**config.mk**
```make
export PLATFORM = sky130hd
export DESIGN_NAME = spi_flash_ctrl
export DESIGN_NICKNAME = d
export VERILOG_FILES = /design/src/rtl/spi_flash_ctrl.sv
export SDC_FILE = /design/constraint.sdc
export NUM_CORES = 1
export LEC_CHECK = 0
export ABC_AREA = 1
export CELL_PAD_IN_SITES_DETAIL_PLACEMENT = 1
export CELL_PAD_IN_SITES_GLOBAL_PLACEMENT = 2
export CORE_UTILIZATION = 37
export DETAILED_ROUTE_END_ITERATION = 10
export PLACE_DENSITY = 0.83
export SLEW_MARGIN = 25
export SYNTH_ARGS = -nofsm -noshare
export SYNTH_HDL_FRONTEND = slang
export SYNTH_SLANG_ARGS = --single-unit
```
**constraint.sdc**
```tcl
create_clock -name clk_i -period 3.7 [get_ports clk_i]
set_clock_uncertainty 0.2 [all_clocks]
set_input_delay 0.37 -clock clk_i [delete_from_list [all_inputs] [get_ports clk_i]]
set_output_delay 0.37 -clock clk_i [all_outputs]
set_load 0.05 [all_outputs]
```
**src/rtl/spi_flash_ctrl.sv**
```systemverilog
// SPI NOR flash read controller: power-up wake (0xAB), then 32-bit little-endian word reads.
// Define SPI_FLASH_FAST_READ_EN to use FAST READ (0x0B) with 8 dummy clocks.
module spi_flash_ctrl #(
    parameter int unsigned ADDR_WIDTH     = 24,
    parameter int unsigned CLK_DIV        = 2,
    parameter int unsigned POWERUP_CYCLES = 1000,
    parameter int unsigned WAKE_CYCLES    = 64
) (
    input  logic                  clk_i,
    input  logic                  rst_ni,
    input  logic [ADDR_WIDTH-1:0] addr_i,
    input  logic                  strobe_i,
    output logic [31:0]           rdata_o,
    output logic                  done_o,
    output logic                  busy_o,
    output logic                  initialized_o,
    output logic                  spi_sck_o,
    output logic                  spi_cs_no,
    output logic                  spi_mosi_o,
    input  logic                  spi_miso_i
);

    localparam int unsigned TxW     = 8 + ADDR_WIDTH;
    localparam int unsigned DivW    = $clog2(2 * CLK_DIV);
    localparam int unsigned MaxWait = (POWERUP_CYCLES > WAKE_CYCLES) ? POWERUP_CYCLES
                                                                     : WAKE_CYCLES;
    localparam int unsigned CntW    = $clog2(MaxWait + 1);

    localparam logic [DivW-1:0] DivHalf   = DivW'(CLK_DIV);
    localparam logic [DivW-1:0] DivLast   = DivW'(2 * CLK_DIV - 1);
    localparam logic [CntW-1:0] PwrupLast = CntW'(POWERUP_CYCLES - 1);
    localparam logic [CntW-1:0] WakeLast  = CntW'(WAKE_CYCLES - 1);
    localparam logic [6:0]      ByteLast  = 7'd7;
    localparam logic [6:0]      AddrLast  = 7'(ADDR_WIDTH - 1);
    localparam logic [6:0]      WordLast  = 7'd31;

`ifdef SPI_FLASH_FAST_READ_EN
    localparam logic [7:0] ReadCmd = 8'h0B;
`else
    localparam logic [7:0] ReadCmd = 8'h03;
`endif

    typedef enum logic [2:0] {
        StPwrup,
        StWakeCmd,
        StWakeGap,
        StIdle,
        StCmd,
        StAddr,
        StDummy,
        StData
    } state_e;

    state_e          state_q, state_d;
    state_e          next_shift;
    logic [CntW-1:0] cnt_q, cnt_d;
    logic [DivW-1:0] div_q, div_d;
    logic [6:0]      bit_q, bit_d;
    logic [6:0]      last_bit;
    logic [TxW-1:0]  tx_q, tx_d;
    logic [31:0]     rx_q, rx_d;
    logic [31:0]     rdata_q, rdata_d;
    logic            init_q, init_d;
    logic            done_q, done_d;
    logic            busy_q, busy_d;
    logic            sck_q, sck_d;
    logic            cs_q, cs_d;
    logic            mosi_q, mosi_d;
    logic            miso_q1, miso_q2;
    logic            shifting_d;
    logic            bit_end;
    logic            unused_addr;

    // Word alignment: the low address bits never reach the flash.
    assign unused_addr = ^addr_i[1:0];

    // Per-shift-state bit count and successor.
    always_comb begin
        last_bit   = ByteLast;
        next_shift = StIdle;
        case (state_q)
            StWakeCmd: next_shift = StWakeGap;
            StCmd:     next_shift = StAddr;
            StAddr: begin
                last_bit = AddrLast;
`ifdef SPI_FLASH_FAST_READ_EN
                next_shift = StDummy;
`else
                next_shift = StData;
`endif
            end
            StDummy:   next_shift = StData;
            StData: begin
                last_bit   = WordLast;
                next_shift = StIdle;
            end
            default: ;
        endcase
    end

    always_comb begin
        state_d = state_q;
        cnt_d   = cnt_q;
        div_d   = div_q;
        bit_d   = bit_q;
        tx_d    = tx_q;
        rx_d    = rx_q;
        rdata_d = rdata_q;
        init_d  = init_q;
        done_d  = 1'b0;
        bit_end = (div_q == DivLast);

        unique case (state_q)
            StPwrup: begin
                cnt_d = cnt_q + 1'b1;
                if (cnt_q == PwrupLast) begin
                    state_d = StWakeCmd;
                    cnt_d   = '0;
                    div_d   = '0;
                    bit_d   = '0;
                    tx_d    = {8'hAB, {ADDR_WIDTH{1'b0}}};
                end
            end
            StWakeGap: begin
                cnt_d = cnt_q + 1'b1;
                if (cnt_q == WakeLast) begin
                    state_d = StIdle;
                    cnt_d   = '0;
                    init_d  = 1'b1;
                end
            end
            StIdle: begin
                // done_q blocks an accept in the completion cycle itself.
                if (strobe_i && init_q && !busy_q && !done_q) begin
                    state_d = StCmd;
                    div_d   = '0;
                    bit_d   = '0;
                    tx_d    = {ReadCmd, addr_i[ADDR_WIDTH-1:2], 2'b00};
                end
            end
            StWakeCmd, StCmd, StAddr, StDummy, StData: begin
                div_d = div_q + 1'b1;
                if (state_q == StData && div_q == DivHalf) begin
                    rx_d = {rx_q[30:0], miso_q2};
                end
                if (bit_end) begin
                    div_d = '0;
                    bit_d = bit_q + 7'd1;
                    tx_d  = {tx_q[TxW-2:0], 1'b0};
                    if (bit_q == last_bit) begin
                        bit_d   = '0;
                        cnt_d   = '0;
                        state_d = next_shift;
                        if (state_q == StData) begin
                            done_d  = 1'b1;
                            rdata_d = {rx_q[7:0], rx_q[15:8], rx_q[23:16], rx_q[31:24]};
                        end
                    end
                end
            end
            default: state_d = StPwrup;
        endcase

        // SPI pins are registered from the next state so they are glitch-free.
        shifting_d = state_d inside {StWakeCmd, StCmd, StAddr, StDummy, StData};
        cs_d       = ~shifting_d;
        sck_d      = shifting_d && (div_d >= DivHalf);
        mosi_d     = (state_d inside {StWakeCmd, StCmd, StAddr}) ? tx_d[TxW-1] : 1'b0;
        busy_d     = (state_d != StIdle);
    end

    always_ff @(posedge clk_i or negedge rst_ni) begin
        if (!rst_ni) begin
            state_q <= StPwrup;
            cnt_q   <= '0;
            div_q   <= '0;
            bit_q   <= '0;
            tx_q    <= '0;
            rx_q    <= '0;
            rdata_q <= '0;
            init_q  <= 1'b0;
            done_q  <= 1'b0;
            busy_q  <= 1'b1;
            sck_q   <= 1'b0;
            cs_q    <= 1'b1;
            mosi_q  <= 1'b0;
            miso_q1 <= 1'b0;
            miso_q2 <= 1'b0;
        end else begin
            state_q <= state_d;
            cnt_q   <= cnt_d;
            div_q   <= div_d;
            bit_q   <= bit_d;
            tx_q    <= tx_d;
            rx_q    <= rx_d;
            rdata_q <= rdata_d;
            init_q  <= init_d;
            done_q  <= done_d;
            busy_q  <= busy_d;
            sck_q   <= sck_d;
            cs_q    <= cs_d;
            mosi_q  <= mosi_d;
            miso_q1 <= spi_miso_i;
            miso_q2 <= miso_q1;
        end
    end

    assign rdata_o       = rdata_q;
    assign done_o        = done_q;
    assign busy_o        = busy_q;
    assign initialized_o = init_q;
    assign spi_sck_o     = sck_q;
    assign spi_cs_no     = cs_q;
    assign spi_mosi_o    = mosi_q;

endmodule

```
==> out/metrics.csv, run 1 <==
stage;metric;value;unit
worst_setup_path;r2r_cells;6;
worst_setup_path;worstPathMaxFanout;63;
power;peakVddDrop;289.4;uV
finish;insertedDiodeCount;0;
finish;syn_to_final_growth;24.52;%
hold_path;min_path_type;reg2reg;
timing;tightest_slew;877.5;ps
logic_synthesis;synth_top_area_share;56.59;%
cts;cts_buffer_depth;2;
timing;relSlewSlack;41.50;%
logic_synthesis;synth_area;5439;um2
timing;whs;156.7;ps
cts;root_buffer;clkbuf_16;
worst_setup_path;crit_type;reg2reg;
floorplan;core.rowCount;43;
placed_design;dp.cells;814;
worst_setup_path;crit_required;3810;ps
logic_synthesis;synth.area.top_cells;dfrtp_1 57%, nand2_1 10%, inv_1 4.8%;
finish;layout_commonest_cell;nand2_1;
finish;nets;686;
power;static-leakage-power;3.122;nW
floorplan;core;14100;um2
worst_setup_path;crit_path_top_delay_cell;nand4_4;
cts;cts_tree;built;
worst_setup_path;ff2ff_setup_slack;1160;ps
detailed_routing;first_pass_iters;4;
logic_synthesis;synth_flop_cell;dfrtp_1;
cts;clk_latency;420;ps
logic_synthesis;synth_seq_cells;125;
power;pwr_density_cell;443.3;nW/um2
logic_synthesis;postSynthAreaPerCell;9.203;um2
finish;layout-drive-gt1-share;11.24;%
finish;final_cell_count_no_fill;847;
placed_design;place_area;6195;um2
floorplan;die_w;123.2;um
global_route;grt_pass1_vias;4428;
floorplan;die_area;15190;um2
logic_synthesis;synth_nets;623;
cts;cts-buffers-inserted;17;
logic_synthesis;synth_edf_count;0;
detailed_routing;ant_nets;0;
detailed_routing;vias;4174;
cts;cts_htree_levels;4;
floorplan;start_util;38.59;%
finish;design_area;6773;um2
global_route;grt-ovfl-total;0;
timing;final.min_clock_period;2539;ps
worst_setup_path;crit_top_cell;nand2_1;
detailed_routing;first_iter_violations;204;
timing;fin_tns_setup;0;ps
timing;slew_violations;0;
cts;path_clk_slew;60;ps
timing;setup_viol;0;
placed_design;portBuffers;63;
detailed_routing;via_per_inst;4.928;
logic_synthesis;synthArstFlopShare;100.0;%
detailed_routing;route.detailed.drc;0;
worst_setup_path;critPathLaunchType;flip-flop;
worst_setup_path;path_cells;nand2_1, nand2_1, nand3_1, nor2_4, nand4_4, o21ai_0;
placed_design;gp_congestion;0.7528;
detailed_routing;drt_wl_total;12880;um
timing;finalHoldViolCount;0;
detailed_routing;routedWlPerCell;15.20;um
global_route;grt.total_usage;18.76;%
floorplan;die_h;123.2;um
logic_synthesis;seq_area_frac_synth;57.56;%
global_route;grt_antenna_before_repair;0;
logic_synthesis;ys_types;42;
timing;rsz0062_at_grt;false;
logic_synthesis;yosys_warnings;0;
placed_design;hpwl;8398;um
logic_synthesis;synth_area_leader_cell;dfrtp_1;
timing;max_freq;393.8;MHz
floorplan;io_pins;66;
cts;cts.sinks;125;
timing;period_share;68.62;%
finish;final_cell_mix;151 x nand2_1, 123 x dfrtp_1, 69 x inv_1;
hold_path;whs_path_depth;0;
outcome;status;complete, no violations;
logic_synthesis;syn-instance-count;591;
worst_setup_path;end_kind;flip-flop;
worst_setup_path;worstPathArrival;2650;ps
global_route;grt_max_degree;65;
worst_setup_path;max_stage_delay;650;ps
run;drv_cap;0;
global_route;grt_pass1_wl;21600;um
worst paths after layout:
kind / startpoint / endpoint
setup / recovery: state_q[2] / rdata_o[0]
hold / removal: miso_q1 / miso_q2
setup reg to reg: state_q[2] / rdata_o[0]
hold reg to reg: miso_q1 / miso_q2
max in group asynchronous: rst_ni / rx_q[10]
min in group asynchronous: rst_ni / bit_q[6]
power by group:
part	total (mW)	internal, mW	switching [mW]
sequential	1.37	1.37	0.000265
clock	1.57	0.970	0.605
combinational	0.0580	0.0264	0.0316
sequential cells by signal, indices dropped and copies added (netlist names):
register       count
rdata_o           32
rx_q              32
tx_q              31
cnt_q             10
bit_q              7
state_q            3
div_q              2
busy_o             1
done_o             1
initialized_o      1
miso_q1            1
miso_q2            1
spi_cs_no          1
spi_mosi_o         1
spi_sck_o          1
cells in the mapped netlist, types with 2 or more instances:
master	instances
or2_2	3
nor3_2	3
inv_2	4
dfstp_2	2
o21ai_0	48
o221ai_1	2
a22oi_1	19
o21ai_1	32
dfrtp_1	123
nor2_4	6
a21oi_1	14
nor2_2	3
a21oi_2	2
nand4_1	7
nand2_1	152
nor3b_2	4
nor3_1	4
o22ai_1	3
nor2_1	21
nand3_1	24
ha_1	4
inv_1	69
buf_2	8
buf_6	4
nand2_2	4
clkbuf_1	8
buf_4	3
worst max-delay path, delay by kind of cell (launching register included):
family / cells / cell delay [ps]
flip-flops: 1 / 620
AND/OR/NAND/NOR: 5 / 1150
AO/OA/AOI/OAI: 1 / 420
per-layer routing:
metal,global-route usage [%],up-vias,part of all wire [%]
met2,30.52,71,49
li1,-,2045,-
met5,0,-,0
met4,8.208,0,1.6
met1,22.97,2041,45
met3,5.673,17,4.8
per-stage QoR:
step	util (%)	power [mW]	setup WS [ps]
2_1_floorplan	-	1.394	1820
3_3_place_gp	43.95	1.451	1219
3_5_place_dp	43.95	1.453	1087
4_1_cts	48.01	3.049	1082
5_1_grt	48.05	3.108	826.7
6_report	48.05	3.002	1161
what timing repair did:
action / in CTS / in global routing
resized for setup: 0 / 0
endpoints found under the setup margin: 0 / 0
hold endpoints to repair: 36 / 0
buffers inserted: 0 / 0
hold buffers: 1 / 0
area by class of cell:
class                      instances  area (um2)
fill                            1639        7323
sequential                       125        3131
multi-input combinational        367        1888
timing repair buffer              68       680.7
clock buffer                      21       470.5
inverter                          75       285.3
tap                              180       225.2
clock inverter                    11       92.59
logic make-up after synthesis:
family | synth area share [%]
simple gates | 20.11
compound gates | 13.39
flops | 57.56
buf+inv | 7.867
fa+ha+maj | 0.9202
xor+xnor | 0.1611
Note: power is estimated with default switching activity, not from simulation.
==> run 2: changes to the inputs <==
--- a/config.mk
+++ b/config.mk
@@ -8,9 +8,9 @@
 export ABC_AREA = 1
 export CELL_PAD_IN_SITES_DETAIL_PLACEMENT = 1
 export CELL_PAD_IN_SITES_GLOBAL_PLACEMENT = 2
-export CORE_UTILIZATION = 37
+export CORE_UTILIZATION = 31
 export DETAILED_ROUTE_END_ITERATION = 10
-export PLACE_DENSITY = 0.83
+export PLACE_DENSITY = 0.74
 export SLEW_MARGIN = 25
 export SYNTH_ARGS = -nofsm -noshare
 export SYNTH_HDL_FRONTEND = slang
==> constraint.sdc (replaced) <==
create_clock -name clk_i -period 2.2 [get_ports clk_i]
set_clock_uncertainty 0.2 [all_clocks]
set_input_delay 0.22 -clock clk_i [delete_from_list [all_inputs] [get_ports clk_i]]
set_output_delay 0.22 -clock clk_i [all_outputs]
set_load 0.05 [all_outputs]
==> run 2 against run 1 <==
Net effect: core utilization decreased by 7.0 points; clock power increased by 83%; sequential power increased by 68%; wire length is 1.5% higher; first-iteration DRC count down 29%; highest routed layer unchanged; largest power group unchanged; combinational power is 74% higher; final area grew 4.4%; cell count up 7.1%; via count up 2.2%; flip-flop and latch count is the same.
==> out/metrics.csv, run 2 (synthesis gave the netlist of run 1 again) <==
stage;metric;value;unit
hold_path;hold_end;miso_q1;
cts;cts.sinks;125;
floorplan;die_area;18080;um2
detailed_routing;ant_nets;0;
finish;design_area;7072;um2
power;pwr_density_cell;747.3;nW/um2
placed_design;portBuffers;63;
floorplan;start_util;31.55;%
timing;whs;36.06;ps
cts;cts_htree_levels;4;
power;peakVddDrop;484.6;uV
worst_setup_path;reg2reg_from;state_q[1];
timing;max_freq;486.2;MHz
cts;clk_latency;420;ps
finish;nets;701;
finish;final_cell_count_no_fill;907;
global_route;grt.total_usage;15.89;%
worst_setup_path;crit_path_top_delay_cell;dfrtp_1;
finish;layout-drive-gt1-share;14.22;%
global_route;grt_antenna_before_repair;0;
floorplan;core.rowCount;48;
power;total_power;5.284;mW
power;p_sw;1.125;mW
detailed_routing;via_per_inst;4.701;
worst_setup_path;crit_required;2300;ps
cts;cts-buffers-inserted;17;
placed_design;dp.cells;873;
floorplan;core;17240;um2
timing;final.min_clock_period;2057;ps
global_route;grt-ovfl-total;0;
worst_setup_path;worstPathMaxFanout;8;
timing;tightest_slew;533.5;ps
detailed_routing;routedWlPerCell;14.41;um
placed_design;gp_congestion;0.7546;
finish;nFillCells;1947;
detailed_routing;drt_wl_total;13070;um
floorplan;die_h;134.5;um
worst_setup_path;crit_type;reg2reg;
run;drv_cap;0;
power;swShare;21.28;%
finish;syn_to_final_growth;30.02;%
timing;relSlewSlack;64.32;%
detailed_routing;first_pass_iters;5;
hold_path;whs_path_depth;1;
timing;fin_tns_setup;0;ps
timing;finalHoldViolCount;0;
cts;root_buffer;clkbuf_16;
timing;setup_viol;0;
power;seqPwrFrac;43.6;%
timing;slew_violations;0;
floorplan;die_w;134.5;um
global_route;grt_pass1_wl;22470;um
detailed_routing;first_iter_violations;145;
finish;insertedDiodeCount;0;
global_route;grt_pass1_vias;4486;
power;comb_power_share;1.9;%
timing;rsz0062_at_grt;false;
hold_path;min_from;spi_miso_i;
global_route;grt_max_degree;65;
cts;path_clk_slew;60;ps
outcome;status;complete, no violations;
hold_path;min_path_type;in2reg;
worst_setup_path;rr_endpoint;cnt_q[9];
power;p_clk_share;54.5;%
worst_setup_path;cp_num_buf_inv;2;
power;static-leakage-power;3.220;nW
finish;final_cell_mix;150 x nand2_1, 121 x dfrtp_1, 69 x inv_1;
worst_setup_path;path_cells;inv_2, a21oi_4, nor2_4, nor2_4, o21ai_4, buf_4, nor2_4, nor3b_2;
detailed_routing;vias;4264;
cts;cts_tree;built;
cts;cts_buffer_depth;2;
worst_setup_path;cp_top_family;flip-flops;
worst_setup_path;r2r_cells;8;
worst_setup_path;critPathLaunchType;flip-flop;
power;p_int;4.160;mW
placed_design;hpwl;8847;um
worst_setup_path;ff2ff_setup_slack;140;ps
worst_setup_path;crit_top_cell;nor2_4;
detailed_routing;route.detailed.drc;0;
worst_setup_path;worstPathArrival;2150;ps
placed_design;place_area;6416;um2
worst_setup_path;end_kind;flip-flop;
timing;period_share;93.48;%
finish;layout_commonest_cell;nand2_1;
worst_setup_path;max_stage_delay;560;ps
floorplan;io_pins;66;
[run 2: layout make-up]
| class | instances | area, um2 | share of cell area, % |
|---|---|---|---|
| clock buffers | 18 | 439.2 | 6.210 |
| clock inverters | 14 | 168.9 | 2.389 |
| inverters | 75 | 285.3 | 4.034 |
| multi-input cells | 367 | 1908 | 26.98 |
| flip-flops and latches | 125 | 3133 | 44.30 |
| well taps | 225 | 281.5 | 3.981 |
| repair buffers | 83 | 855.8 | 12.10 |
[run 2: layer usage]
layer	GRT usage, %	vias up	share of wire [%]
met4	6.742	0	1.7
met5	0	-	0
li1	-	2074	-
met1	19.76	2122	45
met3	3.904	14	3.7
met2	26.34	54	49
[run 2: worst reg2reg max path, stage by stage (launching register included)]
cell     delay (ps)
dfrtp_1         560
inv_2           120
a21oi_4         280
nor2_4           90
nor2_4          120
o21ai_4         110
buf_4           180
nor2_4          200
nor3b_2          80
[run 2: stage by stage]
stage	utilization [%]	setup slack, ps
6_report	41.03	143.3
5_1_grt	41.03	10.40
4_1_cts	40.81	7.513
3_5_place_dp	37.22	35.32
3_3_place_gp	37.22	86.08
2_1_floorplan	-	320.2
[run 2: worst max path at each step]
stage | startpoint | to | slack (ps) | cells past startpoint
floorplan | initialized_o | bit_q[5] | 320 | 10
CTS | spi_cs_no | spi_cs_no | 8 | 1
finish | state_q[1] | cnt_q[9] | 140 | 8
detailed placement | state_q[2] | cnt_q[1] | 40 | 7
global placement | state_q[2] | cnt_q[2] | 90 | 8
global route | bit_q[0] | spi_cs_no | 10 | 13
[run 2: repair_timing]
action,in CTS,in global routing
setup buffers,0,1
setup endpoints to repair,0,36
endpoints found under the hold margin,31,0
resized for setup,0,8
hold buffers,1,0
[run 2: power groups by stage]
stage	Clock [mW]	Combinational [mW]	Sequential, mW
CTS	2.96	0.107	2.30
floorplan	0	0.000369	2.34
finish	2.88	0.101	2.30
detailed placement	0	0.104	2.34
global route	3.04	0.114	2.30
global placement	0	0.103	2.34
==> run 3: changes to the inputs <==
--- a/config.mk
+++ b/config.mk
@@ -8,9 +8,10 @@
 export ABC_AREA = 1
 export CELL_PAD_IN_SITES_DETAIL_PLACEMENT = 1
 export CELL_PAD_IN_SITES_GLOBAL_PLACEMENT = 2
-export CORE_UTILIZATION = 31
+export CORE_ASPECT_RATIO = 1.75
+export CORE_UTILIZATION = 34
 export DETAILED_ROUTE_END_ITERATION = 10
-export PLACE_DENSITY = 0.74
+export PLACE_DENSITY = 0.77
 export SLEW_MARGIN = 25
 export SYNTH_ARGS = -nofsm -noshare
 export SYNTH_HDL_FRONTEND = slang
==> constraint.sdc (replaced) <==
create_clock -name clk_i -period 1.9 [get_ports clk_i]
set_clock_uncertainty 0.2 [all_clocks]
set_input_delay 0.19 -clock clk_i [delete_from_list [all_inputs] [get_ports clk_i]]
set_output_delay 0.19 -clock clk_i [all_outputs]
set_load 0.05 [all_outputs]
==> run 3 against run 2 <==
Net effect: the run now ends with DRC, setup timing left; global-route usage increased by 2.5 points; first-iteration DRC count grew 30%; combinational power increased by 18%; count of clock-buffer cells in the layout stayed put; clock power up 18%; final area increased by 11%; critical path type unchanged; power up 17%; maximum frequency up 2.5%; flip-flop and latch count unchanged; core utilization grew 9.3 points; largest cell class unchanged.
==> out/metrics.csv, run 3 (synthesis gave the netlist of run 1 again) <==
stage;metric;value;unit
timing;finalHoldViolCount;0;
detailed_routing;ant_nets;0;
global_route;grt_antenna_before_repair;0;
finish;syn_to_final_growth;43.82;%
worst_setup_path;reg2reg_from;bit_q[0];
worst_setup_path;startpoint;bit_q[0];
placed_design;pre_cts_ws;-121.4;ps
finish;layout_commonest_cell;nand2_1;
timing;slew_violations;0;
cts;cts.sinks;125;
floorplan;io_pins;66;
cts;path_clk_slew;60;ps
finish;nFillCells;1713;
floorplan;die_area;16530;um2
global_route;grt_pass1_vias;5037;
timing;relSlewSlack;67.06;%
global_route;grt_pass1_wl;24120;um
detailed_routing;first_pass_iters;8;
detailed_routing;first_iter_violations;188;
cts;cts_htree_levels;4;
worst_setup_path;crit_top_cell;nor2_4;
finish;insertedDiodeCount;0;
finish;multi_input_area;2256;um2
worst_setup_path;max_stage_delay;390;ps
cts;root_buffer;clkbuf_16;
finish;final_cell_mix;125 x nand2_1, 123 x dfrtp_1, 68 x buf_4;
timing;final.min_clock_period;2007;ps
worst_setup_path;end_kind;flip-flop;
global_route;grt_max_degree;65;
worst_setup_path;critPathLaunchType;flip-flop;
outcome;violations;DRC, setup timing;
timing;period_share;105.6;%
timing;rsz0062_at_grt;true;
worst_setup_path;crit_path_top_delay_cell;dfrtp_1;
timing;worst_slack;-106.6;ps
cts;cts-buffers-inserted;17;
power;pwr_density_cell;791.8;nW/um2
detailed_routing;via_per_inst;4.965;
power;static-leakage-power;3.709;nW
outcome;status;complete, but fails checks;
floorplan;die_h;169.3;um
cts;cts_tree;built;
global_route;grt.total_usage;18.42;%
worst_setup_path;worstPathArrival;2140;ps
worst_setup_path;path_cells;ha_2, nand2_4, nor2_4, nand3_2, nor2_4, nand4_4, buf_12, clkbuf_16, o21ai_0;
placed_design;gp_congestion;0.7809;
detailed_routing;vias;4543;
placed_design;hpwl;9670;um
run;drv_cap;0;
finish;layout-drive-gt1-share;32.65;%
cts;clk_latency;410;ps
cts;cts_buffer_depth;2;
hold_path;min_path_type;in2reg;
worst_setup_path;worstPathMaxFanout;14;
floorplan;core;15540;um2
floorplan;core.rowCount;60;
finish;nets;748;
placed_design;portBuffers;63;
detailed_routing;route.detailed.drc;14;
timing;max_freq;498.3;MHz
finish;fin_util;50.34;%
detailed_routing;drt_wl_total;15320;um
floorplan;die_w;97.61;um
timing;setup_viol;47;
floorplan;start_util;35.00;%
finish;seq_area;3131;um2
detailed_routing;routedWlPerCell;16.75;um
worst_setup_path;crit_type;reg2reg;
timing;tightest_slew;496.1;ps
worst_setup_path;crit_required;2040;ps
hold_path;min_from;spi_miso_i;
global_route;grt-ovfl-total;0;
power;peakVddDrop;546.5;uV
==> run 3: cell types whose count changed in the layout (fill, tap and decap cells not counted), sizes merged <==
cell / change
buf: +65
dlymetal6s2s: -1
inv: +3
dlygate4sd2: +15
clkinv: -3
clkdlybuf4s50: -36
clkbuf: +4
==> run 3: power by group <==
group	switching, mW	internal (mW)
Clock	1.29	2.12
Sequential	0.000507	2.66
Combinational	0.0623	0.0569
==> run 3: path summary, 6_finish.rpt <==
kind	to	slack, ps	depth (start not counted)
hold / removal	miso_q1	20	1
setup reg to reg	rdata_o[0]	-110	9
min in group asynchronous	bit_q[5]	40	2
max in group asynchronous	rdata_o[23]	870	3
hold reg to reg	miso_q2	150	0
setup / recovery	rdata_o[0]	-110	9
==> run 3: through the flow <==
step	hold WS, ps	power (mW)	std cells	setup TNS [ps]	instance area [um2]
final	16.83	6.194	915	-2820	7823
after global placement	-70.17	2.834	861	-861.0	6553
after global routing	19.55	6.364	915	-11290	7823
after CTS	11.57	6.260	900	-1356	7298
after detailed placement	-64.14	2.836	861	-2343	6553
after floorplan	-305.6	2.714	591	0	5439
==> run 3: layout make-up <==
class,count,area share (%)
Multi-Input combinational cell,367,28.84
Sequential cell,125,40.02
Timing Repair Buffer,130,16.49
Clock inverter,14,2.335
Tap cell,186,2.975
Clock buffer,18,5.614
Inverter,75,3.727
==> run 3: critical path, delay by kind of cell (launching register included) <==
kind	cells	cell delay, ps
and+or+nand+nor	5	560
adders and majority gates	1	240
buffers and inverters	2	360
DFF	1	390
AOI/OAI and AO/OA	1	150
==> run 3: what timing repair did <==
item,CTS,global route
gates cloned,1,7
hold endpoints to repair,125,0
pin swaps,7,21
resized for setup,44,91
setup endpoints to repair,93,87
hold buffers,1,0
buffers inserted,5,8
==> run 3: routing by layer <==
layer	track usage, %	part of all wire (%)	up-vias	routed length, um
li1	-	-	2164	-
met1	18.81	38	2264	5782
met2	35.80	56	82	8607
met3	3.460	3.0	33	459
met4	8.169	3.1	0	476
met5	0	0	-	0
